## src/rtl/gpio_mul_core.sv

```systemverilog
// gpio_mul_core: bus-mapped shift-add multiplier with popcount, status and completed-op counter.
// Result W/L/valid land one cycle before ready rises; done_irq pulses as ready returns.
module gpio_mul_core #(
    parameter int OP_W = 24,
    parameter int RES_W = 32,
    parameter int CNT_W = 16,
    parameter logic [15:0] BASE = 16'h0380
) (
    input  logic        clk,
    input  logic        reset,
    input  logic [15:0] saddress,
    input  logic        srd,
    input  logic        swr,
    input  logic [31:0] sdata_in,
    output logic [31:0] sdata_out,
    input  logic [31:0] gpio_in,
    input  logic        gpio_latch,
    output logic [31:0] gpio_in_s_insp,
    output logic [31:0] gpio_out,
    output logic        done_irq
);
    localparam int AW = 2 * OP_W;
    localparam int IW = $clog2(OP_W);
    localparam int LW = $clog2(RES_W + 1);
    localparam logic [15:0] A_A1 = BASE;
    localparam logic [15:0] A_A2 = BASE + 16'h08;
    localparam logic [15:0] A_W = BASE + 16'h10;
    localparam logic [15:0] A_L = BASE + 16'h18;
    localparam logic [15:0] A_CTL = BASE + 16'h20;
    localparam logic [15:0] A_GIN = BASE + 16'h28;

    typedef enum logic [1:0] {IDLE, MULT, POPCNT, DONE} state_t;

    state_t           state_q, state_d;
    logic [OP_W-1:0]  a1_q, a1_d, a2_q, a2_d;
    logic [AW-1:0]    acc_q, acc_d;
    logic [IW-1:0]    idx_q, idx_d;
    logic [RES_W-1:0] w_q, w_d;
    logic [LW-1:0]    l_q, l_d, ones;
    logic [CNT_W-1:0] cnt_q, cnt_d;
    logic [31:0]      rd_q, rd_d, gin_q, gin_d, rdata;
    logic             ready_q, ready_d, valid_q, valid_d, irq_q, irq_d;

    always_comb begin
        ones = '0;
        for (int i = 0; i < RES_W; i++) ones = ones + LW'(acc_q[i]);
    end

    always_comb begin
        rdata = saddress == A_A1  ? 32'(a1_q) :
                saddress == A_A2  ? 32'(a2_q) :
                saddress == A_W   ? 32'(w_q) :
                saddress == A_L   ? 32'(l_q) :
                saddress == A_CTL ? {30'b0, ready_q, valid_q} :
                saddress == A_GIN ? gin_q : '0;
    end

    always_comb begin
        state_d = state_q;
        acc_d   = acc_q;
        idx_d   = idx_q;
        w_d     = w_q;
        l_d     = l_q;
        valid_d = valid_q;
        ready_d = ready_q;
        cnt_d   = cnt_q;
        irq_d   = 1'b0;
        rd_d    = srd ? rdata : rd_q;
        gin_d   = gpio_latch ? gpio_in : gin_q;
        // Operands are frozen while an operation is in flight.
        a1_d    = (swr && ready_q && saddress == A_A1) ? sdata_in[OP_W-1:0] : a1_q;
        a2_d    = (swr && ready_q && saddress == A_A2) ? sdata_in[OP_W-1:0] : a2_q;
        case (state_q)
            IDLE: if (swr && saddress == A_CTL) begin
                acc_d   = '0;
                idx_d   = '0;
                ready_d = 1'b0;
                state_d = MULT;
            end
            MULT: begin
                acc_d   = acc_q + (a2_q[idx_q] ? AW'(a1_q) << idx_q : '0);
                idx_d   = idx_q + 1'b1;
                state_d = idx_q == IW'(OP_W - 1) ? POPCNT : MULT;
            end
            POPCNT: begin
                w_d     = acc_q[RES_W-1:0];
                l_d     = ones;
                valid_d = (acc_q >> RES_W) == '0;
                state_d = DONE;
            end
            default: begin
                ready_d = 1'b1;
                irq_d   = 1'b1;
                cnt_d   = cnt_q + 1'b1;
                state_d = IDLE;
            end
        endcase
    end

    always_ff @(posedge clk) begin
        if (reset) begin
            state_q <= IDLE;
            a1_q    <= '0;
            a2_q    <= '0;
            acc_q   <= '0;
            idx_q   <= '0;
            w_q     <= '0;
            l_q     <= '0;
            cnt_q   <= '0;
            rd_q    <= '0;
            gin_q   <= '0;
            ready_q <= 1'b1;
            valid_q <= 1'b1;
            irq_q   <= 1'b0;
        end else begin
            state_q <= state_d;
            a1_q    <= a1_d;
            a2_q    <= a2_d;
            acc_q   <= acc_d;
            idx_q   <= idx_d;
            w_q     <= w_d;
            l_q     <= l_d;
            cnt_q   <= cnt_d;
            rd_q    <= rd_d;
            gin_q   <= gin_d;
            ready_q <= ready_d;
            valid_q <= valid_d;
            irq_q   <= irq_d;
        end
    end

    assign sdata_out      = rd_q;
    assign gpio_in_s_insp = gin_q;
    assign gpio_out       = 32'(cnt_q);
    assign done_irq       = irq_q;
endmodule

```

## config.mk

```make
export PLATFORM = sky130hd
export DESIGN_NAME = gpio_mul_core
export DESIGN_NICKNAME = d
export VERILOG_FILES = /design/src/rtl/gpio_mul_core.sv
export SDC_FILE = /design/constraint.sdc
export NUM_CORES = 1
export LEC_CHECK = 0
export BUFFER_PORTS_ARGS = -buffer_cell sky130_fd_sc_hd__clkbuf_2
export CORE_ASPECT_RATIO = 0.7
export CORE_MARGIN = 2
export CORE_UTILIZATION = 40
export CTS_BUF_LIST = sky130_fd_sc_hd__clkbuf_2
export DETAILED_ROUTE_END_ITERATION = 12
export SETUP_SLACK_MARGIN = 0.3
export SYNTH_ARGS = -nofsm -noshare
export SYNTH_HDL_FRONTEND = slang
export SYNTH_SLANG_ARGS = --single-unit
```

## constraint.sdc

```tcl
create_clock -name clk -period 5.6 [get_ports clk]
set_input_delay 1.12 -clock clk [delete_from_list [all_inputs] [get_ports clk]]
set_output_delay 1.12 -clock clk [all_outputs]
set_load 0.005 [all_outputs]
```

==> results.md, run 1 <==
* Core ar. at 34520 sq um
* Initial DRC Count at 1324
* Final Cycle Share at 89.49%
* Final Wtd Congestion at 0.9103
* Post-Route WL at 43830 um
* Post-Synthesis Cell Area at 13950 sq um
* Wire length per cell at 18.78 um
* Post-Route Skew at 94.59 ps
* Leading area contributor after synthesis: dfxtp_1
* CP Class: reg -> reg
* Setup_tns at 0 ps
* All-Layer GR Usage at 23.97%
* Dpl ws at 506.8 ps
* Setup slack after layout at 588.8 ps
* Die Width at 227.2 um
* Clock-pin transition on the worst setup and hold timing paths at 100 ps
* Leakage power at 6.195 nW
* Initial core utilization at 40.42%
* Non-filler cells, final at 2333
* First-pass GRT wire length at 68160 um
* Period minus WS final at 5011 ps
* Status: finished clean
* Drt drc at 0
* Seq/Total Area, Yosys at 32.14%
* Final hold vios at 0
* H-Tree Depth at 2
* R2R cell count at 17
* Hold WS at 406.8 ps
* Most common cell on crit path: fa_1
* Critical Path Sink Type: register
* Bufs and invs on worst path at 4
* Max Cap Violations at 0
* IO Count at 182
* Post-DP HPWL at 33080 um
* Largest net degree at the start of global routing at 79
* Layout Area Growth over Synthesis at 11.12%
* Worst hold-check path type: in -> reg
* Cell area after layout at 15500 sq um
* Number of synthesized flops with an enable pin at 0
* Number of vias per cell at 5.550
* Antenna violations before repair at 8
* DIE HEIGHT at 160.3 um
* Critical Path RT at 6360 ps
* CP Data Arrival Time at 5770 ps
* Unrepaired setup endpoints after global routing: false
* Clock buffer depth at 3
* Placed inst area at 15050 sq um
* Clock Latency Late Sink at 990 ps
* Die area at 36420 sq um
* Clock sink count at 224
* Cell row count at 57
* Final Max Slew Viols at 0
* Number of CTS-inserted buffers at 55
* Fillers at 3560
* Most used flip-flop cell after synthesis: dfxtp_1
* Largest cells by area after synthesis: dfxtp_1 (32%), mux2i_1 (7.0%), nor2_1 (6.2%)
* Synth Area per Inst at 8.213 sq um
* Overall power at 2.859 mW
* Startpoint types: register
* Final Util at 44.92%
* CP Cell Sequence: inv_1, fa_1, inv_1, fa_1, fa_1, fa_1, fa_1, inv_1, fa_1, inv_1, ha_1, fa_1, a21o_1, a21oi_1, xnor2_1, mux2i_1, nor2_1
* Crit-path max FO at 4
* Number of global-route vias before repair at 11.99k
* Routed vias at 12.95k
* Synthesis Warnings at 0
* Register bit total from synthesis at 224
* Number of buffers added on ports at 157
* CTS tree: built
* Worst slew pin tran at 1072 ps
* Share of cells above drive strength 1 at 17.92%
* FMAX at 0.1996 GHz
* CP max-delay cell: fa_1
* Overflow after GRT at 0
* Post-synth top area share at 32.14%
* Cell count along the critical path at 17
* Final setup viols at 0
* Post-DRT Antenna Nets at 0
* Power per cell area at 184.4 nW/um^2
* Final net count at 1996
* Drt pass-1 iters at 6
* Hold Path Stages at 3
* Placed cell count at 2241
* Gate Count Post-Synth at 1699
* Synth unique cells at 76
* Max VDD drop at 0.1382 mV
* Rel. slew slack at 28.52%
* CP max stage delay at 540 ps
* Crit-path leading delay family: adder cells
* Clock Tree Root: clkbuf_2
* Async SR Flop Fraction at 0%
layout make-up:
class	count	area, sq um	share of cell area (%)
tap	472	590.6	3.809
clock inverter	14	63.81	0.4116
clock buffer	75	375.4	2.421
multi-input combinational	1306	8790	56.69
timing repair buffer	180	968.4	6.246
sequential	224	4488	28.95
inverter	59	221.5	1.428
antenna	3	7.507	0.04842
cells in the mapped netlist (all sizes together) (29+ instances only):
master	instances
nor2	230
dfxtp	224
nand2	222
a21oi	138
mux2i	97
clkbuf	79
o21ai	78
ha	60
inv	58
buf	46
a211oi	44
a22oi	34
mux2	31
xnor2	30
nand3	29
xor2	29
metal layers:
metal	global-route usage [%]	up-vias	wire [um]
li1	-	6253	-
met1	38.56	6131	22110
met2	30.67	507	16770
met3	6.219	57	4176
met4	5.764	0	776
met5	0.2688	-	0
worst paths after layout:
path              slack (ps)                  start                         endpoint
hold / removal           410            gpio_in[22]  gpio_in_s_insp[22]$_SDFFE_PP0P_
hold reg to reg          480  a2_q[20]$_SDFFE_PP0P_            a2_q[20]$_SDFFE_PP0P_
setup reg to reg         590  acc_q[9]$_SDFFE_PP0P_              l_q[4]$_SDFFE_PP0P_
setup / recovery         590  acc_q[9]$_SDFFE_PP0P_              l_q[4]$_SDFFE_PP0P_
flip-flops by register name, indices dropped and copies added, names as in the netlist:
signal and flops:
l_q 6, acc_q 48, state_q 2, gpio_in_s_insp 32
a1_q 24, w_q 32, ready_q 1, cnt_q 16
valid_q 1, sdata_out 32, idx_q 5, done_irq 1
a2_q 24
cells in the final DEF (no fill, tap or decap), drive strengths merged, types with 14 or more instances in the layout:
cell type  count
nor2b         14
a211oi        44
conb          16
ha            60
xnor2         30
nand3         29
a22oi         34
mux2          31
mux4          16
o21ai         78
a222oi        17
a21o          21
mux2i         97
nand4         21
buf           24
nand2        222
nor2         230
and3          14
clkbuf       231
a21oi        138
dfxtp        224
xor2          29
fa            25
inv           60
nor3          24
worst reg2reg max path, stage by stage, from the launching register on:
cell	delay [ps]
dfxtp_1	420
inv_1	80
fa_1	480
inv_1	50
fa_1	470
fa_1	540
fa_1	450
fa_1	520
inv_1	50
fa_1	480
inv_1	40
ha_1	200
fa_1	410
a21o_1	190
a21oi_1	160
xnor2_1	90
mux2i_1	140
nor2_1	50
cells by family after synthesis:
logic type | count (synthesis) | synth area share (%)
XOR/XNOR | 59 | 3.703
multiplexers | 144 | 12.04
AND/OR/NAND/NOR | 600 | 18.58
other | 1 | 0.02688
flip-flops | 224 | 32.14
buffers and inverters | 184 | 5.577
adder cells (fa/ha/maj) | 85 | 8.967
AO/OA/AOI/OAI | 402 | 18.97
power breakdown:
group          internal, mW  total [mW]  switching [mW]  leakage, nW
registers              1.62        1.64          0.0205         1.82
logic                0.0659       0.161          0.0955         4.04
clock network         0.363        1.06           0.696        0.339
what timing repair did:
item / 4_1_cts / 5_1_grt
buffers inserted: 0 / 0
setup endpoints to repair: 0 / 8
resized for setup: 0 / 4
hold buffers: 0 / 0
Power figures use the tool's default switching activity.
==> run 2, diff against run 1 <==
CAP_MARGIN = 10   (was default)
CELL_PAD_IN_SITES_DETAIL_PLACEMENT = 0   (was default)
CELL_PAD_IN_SITES_GLOBAL_PLACEMENT = 2   (was default)
CORE_UTILIZATION = 36   (was 40)
PLACE_DENSITY_LB_ADDON = 0.1   (was default)
SETUP_SLACK_MARGIN = default   (was 0.3)
==> run 2 against run 1 <==
  * First-iteration DRC count fell by 17%
  * Sequential power barely moved
  * Clock power rose by 18%
==> results.md, run 2 (synthesis gave the netlist of run 1 again) <==
* Status: finished clean
* Worst hold-check path type: in -> reg
* Most common cell after layout, fill and taps aside: clkbuf_2
* Placed cell count at 2273 (+1.4%)
* Post-CTS Setup Inserts at 0 (unchanged)
* Final Max Slew Viols at 0 (unchanged)
* Antenna violations before repair at 2 (-6)
* CP Data Arrival Time at 6120 ps (+350 ps)
* CTS tree: built
* Crit-path max FO at 21 (+17)
* Max VDD drop at 0.1071 mV (-22%)
* Setup_tns at 0 ps (unchanged)
* Hold WS at 361.6 ps (-45.16 ps)
* Commonest non-fill, non-tap cells in the layout: clkbuf_2 (239), nor2_1 (229), nand2_1 (222), dfxtp_1 (222), a21oi_1 (138)
* Final net count at 2008 (+0.60%)
* Wire length per cell at 21.03 um (+12%)
* Max FFs per register at 48 (unchanged)
* Cell area after layout at 15710 sq um (+1.3%)
* Post-DP HPWL at 38240 um (+16%)
* Routed vias at 13.00k (+0.39%)
* Bufs and invs on worst path at 2 (-2)
* Cts hold-fix bufs at 0 (unchanged)
* Power per cell area at 195.2 nW/um^2 (+5.8%)
* CP max-delay cell: dfxtp_2
* Worst slew pin tran at 1109 ps (+36.73 ps)
* Final setup viols at 0 (unchanged)
* Core ar. at 38290 sq um (+11%)
* Rel. slew slack at 25.86% (-2.7 points)
* Final Cycle Share at 94.60% (+5.1 points)
* Overall power at 3.065 mW (+7.2%)
* Number of global-route vias before repair at 12.01k (+0.20%)
* Die Width at 239.3 um (+5.3%)
* Leakage power at 6.314 nW (+1.9%)
* Max Cap Violations at 0 (unchanged)
* Final Wtd Congestion at 0.8821 (-3.1%)
* Reg with most FFs: acc_q
* Number of vias per cell at 5.466 (-1.5%)
* FMAX at 0.1888 GHz (-5.4%)
* Crit-path leading delay family: compound AO/OA/AOI/OAI gates
* Clock-pin transition on the worst setup and hold timing paths at 120 ps (+20 ps)
* Clock buffer depth at 3 (unchanged)
* Die area at 40380 sq um (+11%)
* Period minus WS final at 5298 ps (+286.4 ps)
* All-Layer GR Usage at 24.35% (+0.38 points)
* Share of cells above drive strength 1 at 18.61% (+0.68 points)
* Post-Route Skew at 97.50 ps (+2.904 ps)
* Critical Path RT at 6420 ps (+60 ps)
* Unrepaired setup endpoints after global routing: false
* Number of CTS-inserted buffers at 59 (+7.3%)
* Critical Path Sink Type: register
* Largest net degree at the start of global routing at 91 (+15%)
* Clock sink count at 224 (unchanged)
* Post_cts resized at 0 (unchanged)
* Post-Route WL at 50020 um (+14%)
* Setup slack after layout at 302.4 ps (-286.4 ps)
* Final Util at 41.03% (-3.9 points)
* Initial core utilization at 36.44% (-4.0 points)
* CP Cell Sequence: buf_4, buf_4, nor2b_1, a211oi_1, a21oi_1, mux2_2, o21ai_0, o22a_1, nor2_1, ha_1, and3_1, a311oi_1, a31oi_1, o31ai_1, o21ai_1, a41oi_2, xor2_1, o21ai_1
* Dpl ws at 538.8 ps (+31.95 ps)
* IO Count at 182 (unchanged)
* Startpoint types: register
* Post-DRT Antenna Nets at 0 (unchanged)
* Initial DRC Count at 1099 (-17%)
* Drt pass-1 iters at 5 (-1)
* DIE HEIGHT at 168.7 um (+5.3%)
* Non-filler cells, final at 2378 (+1.9%)
* CP Class: reg -> reg
* Fillers at 3993 (+12%)
* Overflow after GRT at 0 (unchanged)
* First-pass GRT wire length at 74820 um (+9.8%)
* Number of buffers added on ports at 157 (unchanged)
* CP max stage delay at 640 ps (+100 ps)
* Clock Latency Late Sink at 1000 ps (about the same)
* Drt drc at 0 (unchanged)
* Final hold vios at 0 (unchanged)
* Clock Tree Root: clkbuf_2
* Cell row count at 60 (+5.3%)
* Placed inst area at 15140 sq um (+0.62%)
* Layout Area Growth over Synthesis at 12.57%
* H-Tree Depth at 2 (unchanged)
## run 2: changes by cell type in the layout (fill, tap and decap cells not counted), moves of 2 or more
cell / before / now
clkinv_2: 0 / 2
buf_4: 22 / 29
nor3_2: 2 / 4
clkbuf_2: 231 / 239
diode_2: 3 / 1
bufinv_16: 0 / 2
nor3_4: 3 / 1
clkinv_1: 12 / 16
## run 2: report_power, final
part | internal [mW] | switching, mW | leakage (nW)
Clock | 0.503 | 0.751 | 0.415
Combinational | 0.0664 | 0.103 | 4.08
Sequential | 1.62 | 0.0244 | 1.82
## run 2: worst reg2reg max path, cell delays in order (launching register included)
cell and delay, ps:
dfxtp_2 640, buf_4 370, buf_4 200, nor2b_1 40
a211oi_1 220, a21oi_1 110, mux2_2 310, o21ai_0 280
o22a_1 210, nor2_1 70, ha_1 350, and3_1 200
a311oi_1 450, a31oi_1 260, o31ai_1 590, o21ai_1 240
a41oi_2 360, xor2_1 180, o21ai_1 70
## run 2: final timing paths
kind,startpoint,slack [ps],cells after the start,to
max,idx_q[1]$_SDFFE_PP0P_,300,18,acc_q[40]$_SDFFE_PP0P_
min,gpio_in[3],360,3,gpio_in_s_insp[3]$_SDFFE_PP0P_
max reg2reg,idx_q[1]$_SDFFE_PP0P_,300,18,acc_q[40]$_SDFFE_PP0P_
min reg2reg,a2_q[16]$_SDFFE_PP0P_,480,2,a2_q[16]$_SDFFE_PP0P_
## run 2: area by class of cell
class,count,area [sq um],share of cell area [%]
multi-input combinational,1306,8773,55.85
sequential,224,4487,28.56
timing repair buffer,188,1041,6.627
tap,496,620.6,3.951
clock buffer,83,415.4,2.645
inverter,59,221.5,1.410
clock inverter,21,146.4,0.9320
antenna,1,2.502,0.01593
## run 2: layer usage
layer	vias up	global-route usage [%]	share of wire, %
li1	6299	-	-
met1	6260	38.69	52
met2	391	33.18	40
met3	47	4.990	6.8
met4	2	4.755	1.2
met5	-	0	0.026
==> run 3, diff against run 2 <==
clock period = 6 ns   (was 5.6 ns; I/O delays follow)
==> run 3 against run 2 <==
  * Final area is 0.80% lower
  * Clock skew is 35 ps lower
  * Global-route usage up 0.11 points
  * Sequential power down 7%
  * Sequential share of layout area up 0.23 points
  * Critical path type unchanged
  * Critical endpoint is now acc_q[45]$_SDFFE_PP0P_
  * Largest cell class unchanged
==> results.md, run 3 (synthesis gave the netlist of run 1 again) <==
* Number of buffers added on ports at 157 (unchanged)
* Critical Path Sink Type: register
* Antenna violations before repair at 1 (-1)
* Worst slew pin tran at 1233 ps (+124.5 ps)
* Drt pass-1 iters at 8 (+3)
* Post_cts resized at 0 (unchanged)
* Setup slack after layout at 675.7 ps (+373.3 ps)
* Area of the multi-input gates at 8773 sq um (unchanged)
* CP max stage delay at 710 ps (+70 ps)
* Power per cell area at 177.6 nW/um^2 (-9.0%)
* Fillers at 4070 (+1.9%)
* Unrepaired setup endpoints after global routing: false
* Internal at 1.958 mW (-10%)
* Most common cell after layout, fill and taps aside: clkbuf_2
* FMAX at 0.1878 GHz (-0.50%)
* Die Width at 239.3 um (unchanged)
* Commonest non-fill, non-tap cells in the layout: clkbuf_2 (241), nor2_1 (229), nand2_1 (222), dfxtp_1 (222), a21oi_1 (138)
* Clock-pin transition on the worst setup and hold timing paths at 110 ps (about the same)
* Overflow after GRT at 0 (unchanged)
* Leakage power at 6.250 nW (-1.0%)
* Cts hold-fix bufs at 0 (unchanged)
* Final Util at 40.70% (-0.33 points)
* H-Tree Depth at 2 (unchanged)
* Clock Tree Root: clkbuf_2
* Status: finished clean
* Number of CTS-inserted buffers at 59 (unchanged)
* Dpl ws at 981.4 ps (+442.6 ps)
* Non-filler cells, final at 2371 (-0.29%)
* Reg power frac at 55.4% (+1.8 points)
* Die area at 40380 sq um (unchanged)
* Post-DP HPWL at 37480 um (-2.0%)
* CP Data Arrival Time at 6130 ps (about the same)
* Rel. slew slack at 17.32% (-8.5 points)
* Post-CTS Setup Inserts at 0 (unchanged)
* Bufs and invs on worst path at 1 (-1)
* CP Class: reg -> reg
* Final Max Slew Viols at 0 (unchanged)
* CTS tree: built
* CP Cell Sequence: buf_4, mux2i_1, a21oi_1, mux2_2, a22oi_1, and2_1, a211oi_1, ha_1, nand2_1, nor3_1, a21oi_1, o211ai_1, nand3b_1, a31oi_1, o211ai_1, and3_1, o31ai_1
* Clock sink count at 224 (unchanged)
* Post-Route WL at 49500 um (-1.0%)
* Number of global-route vias before repair at 12.02k (+0.025%)
* Crit-path max FO at 33 (+57%)
* Max Cap Violations at 0 (unchanged)
* Clock Latency Late Sink at 950 ps (-50 ps)
* First-pass GRT wire length at 75380 um (+0.75%)
* Clock power share at 39.0% (-1.9 points)
* All-Layer GR Usage at 24.46% (+0.11 points)
* Layout Area Growth over Synthesis at 11.67%
* Sequential cell area at 4487 sq um (unchanged)
* Max FFs per register at 48 (unchanged)
* Initial core utilization at 36.44% (unchanged)
* Startpoint types: register
* Final net count at 2000 (-0.40%)
* Initial DRC Count at 1105 (+0.55%)
* Period minus WS final at 5324 ps (+26.72 ps)
* Switching portion of total power at 29.25% (+0.59 points)
* Wire length per cell at 20.88 um (-0.74%)
* Routed vias at 12.87k (-1.0%)
* CP max-delay cell: a211oi_1
* Setup_tns at 0 ps (unchanged)
* Largest net degree at the start of global routing at 105 (+15%)
* Core ar. at 38290 sq um (unchanged)
* IO Count at 182 (unchanged)
* Max VDD drop at 0.1165 mV (+8.7%)
* Final setup viols at 0 (unchanged)
* Final hold vios at 0 (unchanged)
* Reg with most FFs: acc_q
* Cell row count at 60 (unchanged)
* Drt drc at 0 (unchanged)
* Switching Power at 809.4 uW (-7.9%)
* Final Wtd Congestion at 0.9171 (+4.0%)
* Final Cycle Share at 88.74% (-5.9 points)
* Placed cell count at 2265 (-0.35%)
* DIE HEIGHT at 168.7 um (unchanged)
* Post-Route Skew at 62.58 ps (-34.92 ps)
* Critical Path RT at 6810 ps (+390 ps)
* Clock buffer depth at 3 (unchanged)
* Crit-path leading delay family: compound AO/OA/AOI/OAI gates
* Share of cells above drive strength 1 at 18.37% (-0.24 points)
* Overall power at 2.768 mW (-9.7%)
* Post-DRT Antenna Nets at 0 (unchanged)
* Worst hold-check path type: reg -> reg
* Comb power frac at 5.6% (about the same)
* Number of vias per cell at 5.427 (-0.72%)
## run 3: cell count changes in the layout (fill, tap and decap cells not counted), sizes merged
| cell | before | now |
|---|---|---|
| buf | 32 | 24 |
| diode | 1 | 2 |
| clkbuf | 239 | 241 |
| bufinv | 2 | 0 |
## run 3: worst min-delay path, stage by stage (launching register included)
cell and delay [ps]:
dfxtp_1 340, a21oi_1 60, o21ai_0 60
## run 3: final timing paths
kind / cells past startpoint / slack (ps) / start / to
setup reg to reg: 17 / 680 / idx_q[1]$_SDFFE_PP0P_ / acc_q[45]$_SDFFE_PP0P_
hold reg to reg: 2 / 480 / valid_q$_SDFFE_PP1P_ / valid_q$_SDFFE_PP1P_
hold / removal: 2 / 480 / valid_q$_SDFFE_PP1P_ / valid_q$_SDFFE_PP1P_
setup / recovery: 17 / 680 / idx_q[1]$_SDFFE_PP0P_ / acc_q[45]$_SDFFE_PP0P_
## run 3: routing by layer
metal / vias up / global-route usage [%] / share of wire (%)
met5: - / 0 / 0
met4: 0 / 5.462 / 1.6
met3: 50 / 6.409 / 7.8
met2: 412 / 33.30 / 40
met1: 6106 / 37.76 / 51
li1: 6299 / - / -
## run 3: final cells by class
cell class	instances	share of cell area, %
Antenna cell	2	0.03212
Sequential cell	224	28.79
Inverter	59	1.421
Multi-Input combinational cell	1306	56.30
Timing Repair Buffer	180	6.191
Clock buffer	85	2.730
Tap cell	496	3.983
Clock inverter	19	0.5460
## run 3: power by group through the flow
stage	sequential, mW	combinational, mW	clock (mW)
CTS	1.53	0.159	1.13
detailed placement	1.57	0.158	0
global route	1.54	0.174	1.21
floorplan	1.56	0.0844	0
finish	1.53	0.156	1.08
global placement	1.57	0.157	0
## run 3: metrics by stage
| step | hold WS [ps] | instance area (sq um) |
|---|---|---|
| 4_1_cts | 378.5 | 15580 |
| 3_3_place_gp | 447.7 | 15070 |
| 2_1_floorplan | 438.2 | 14010 |
| 3_5_place_dp | 456.2 | 15070 |
| 5_1_grt | 384.7 | 15580 |
| 6_report | 478.7 | 15580 |
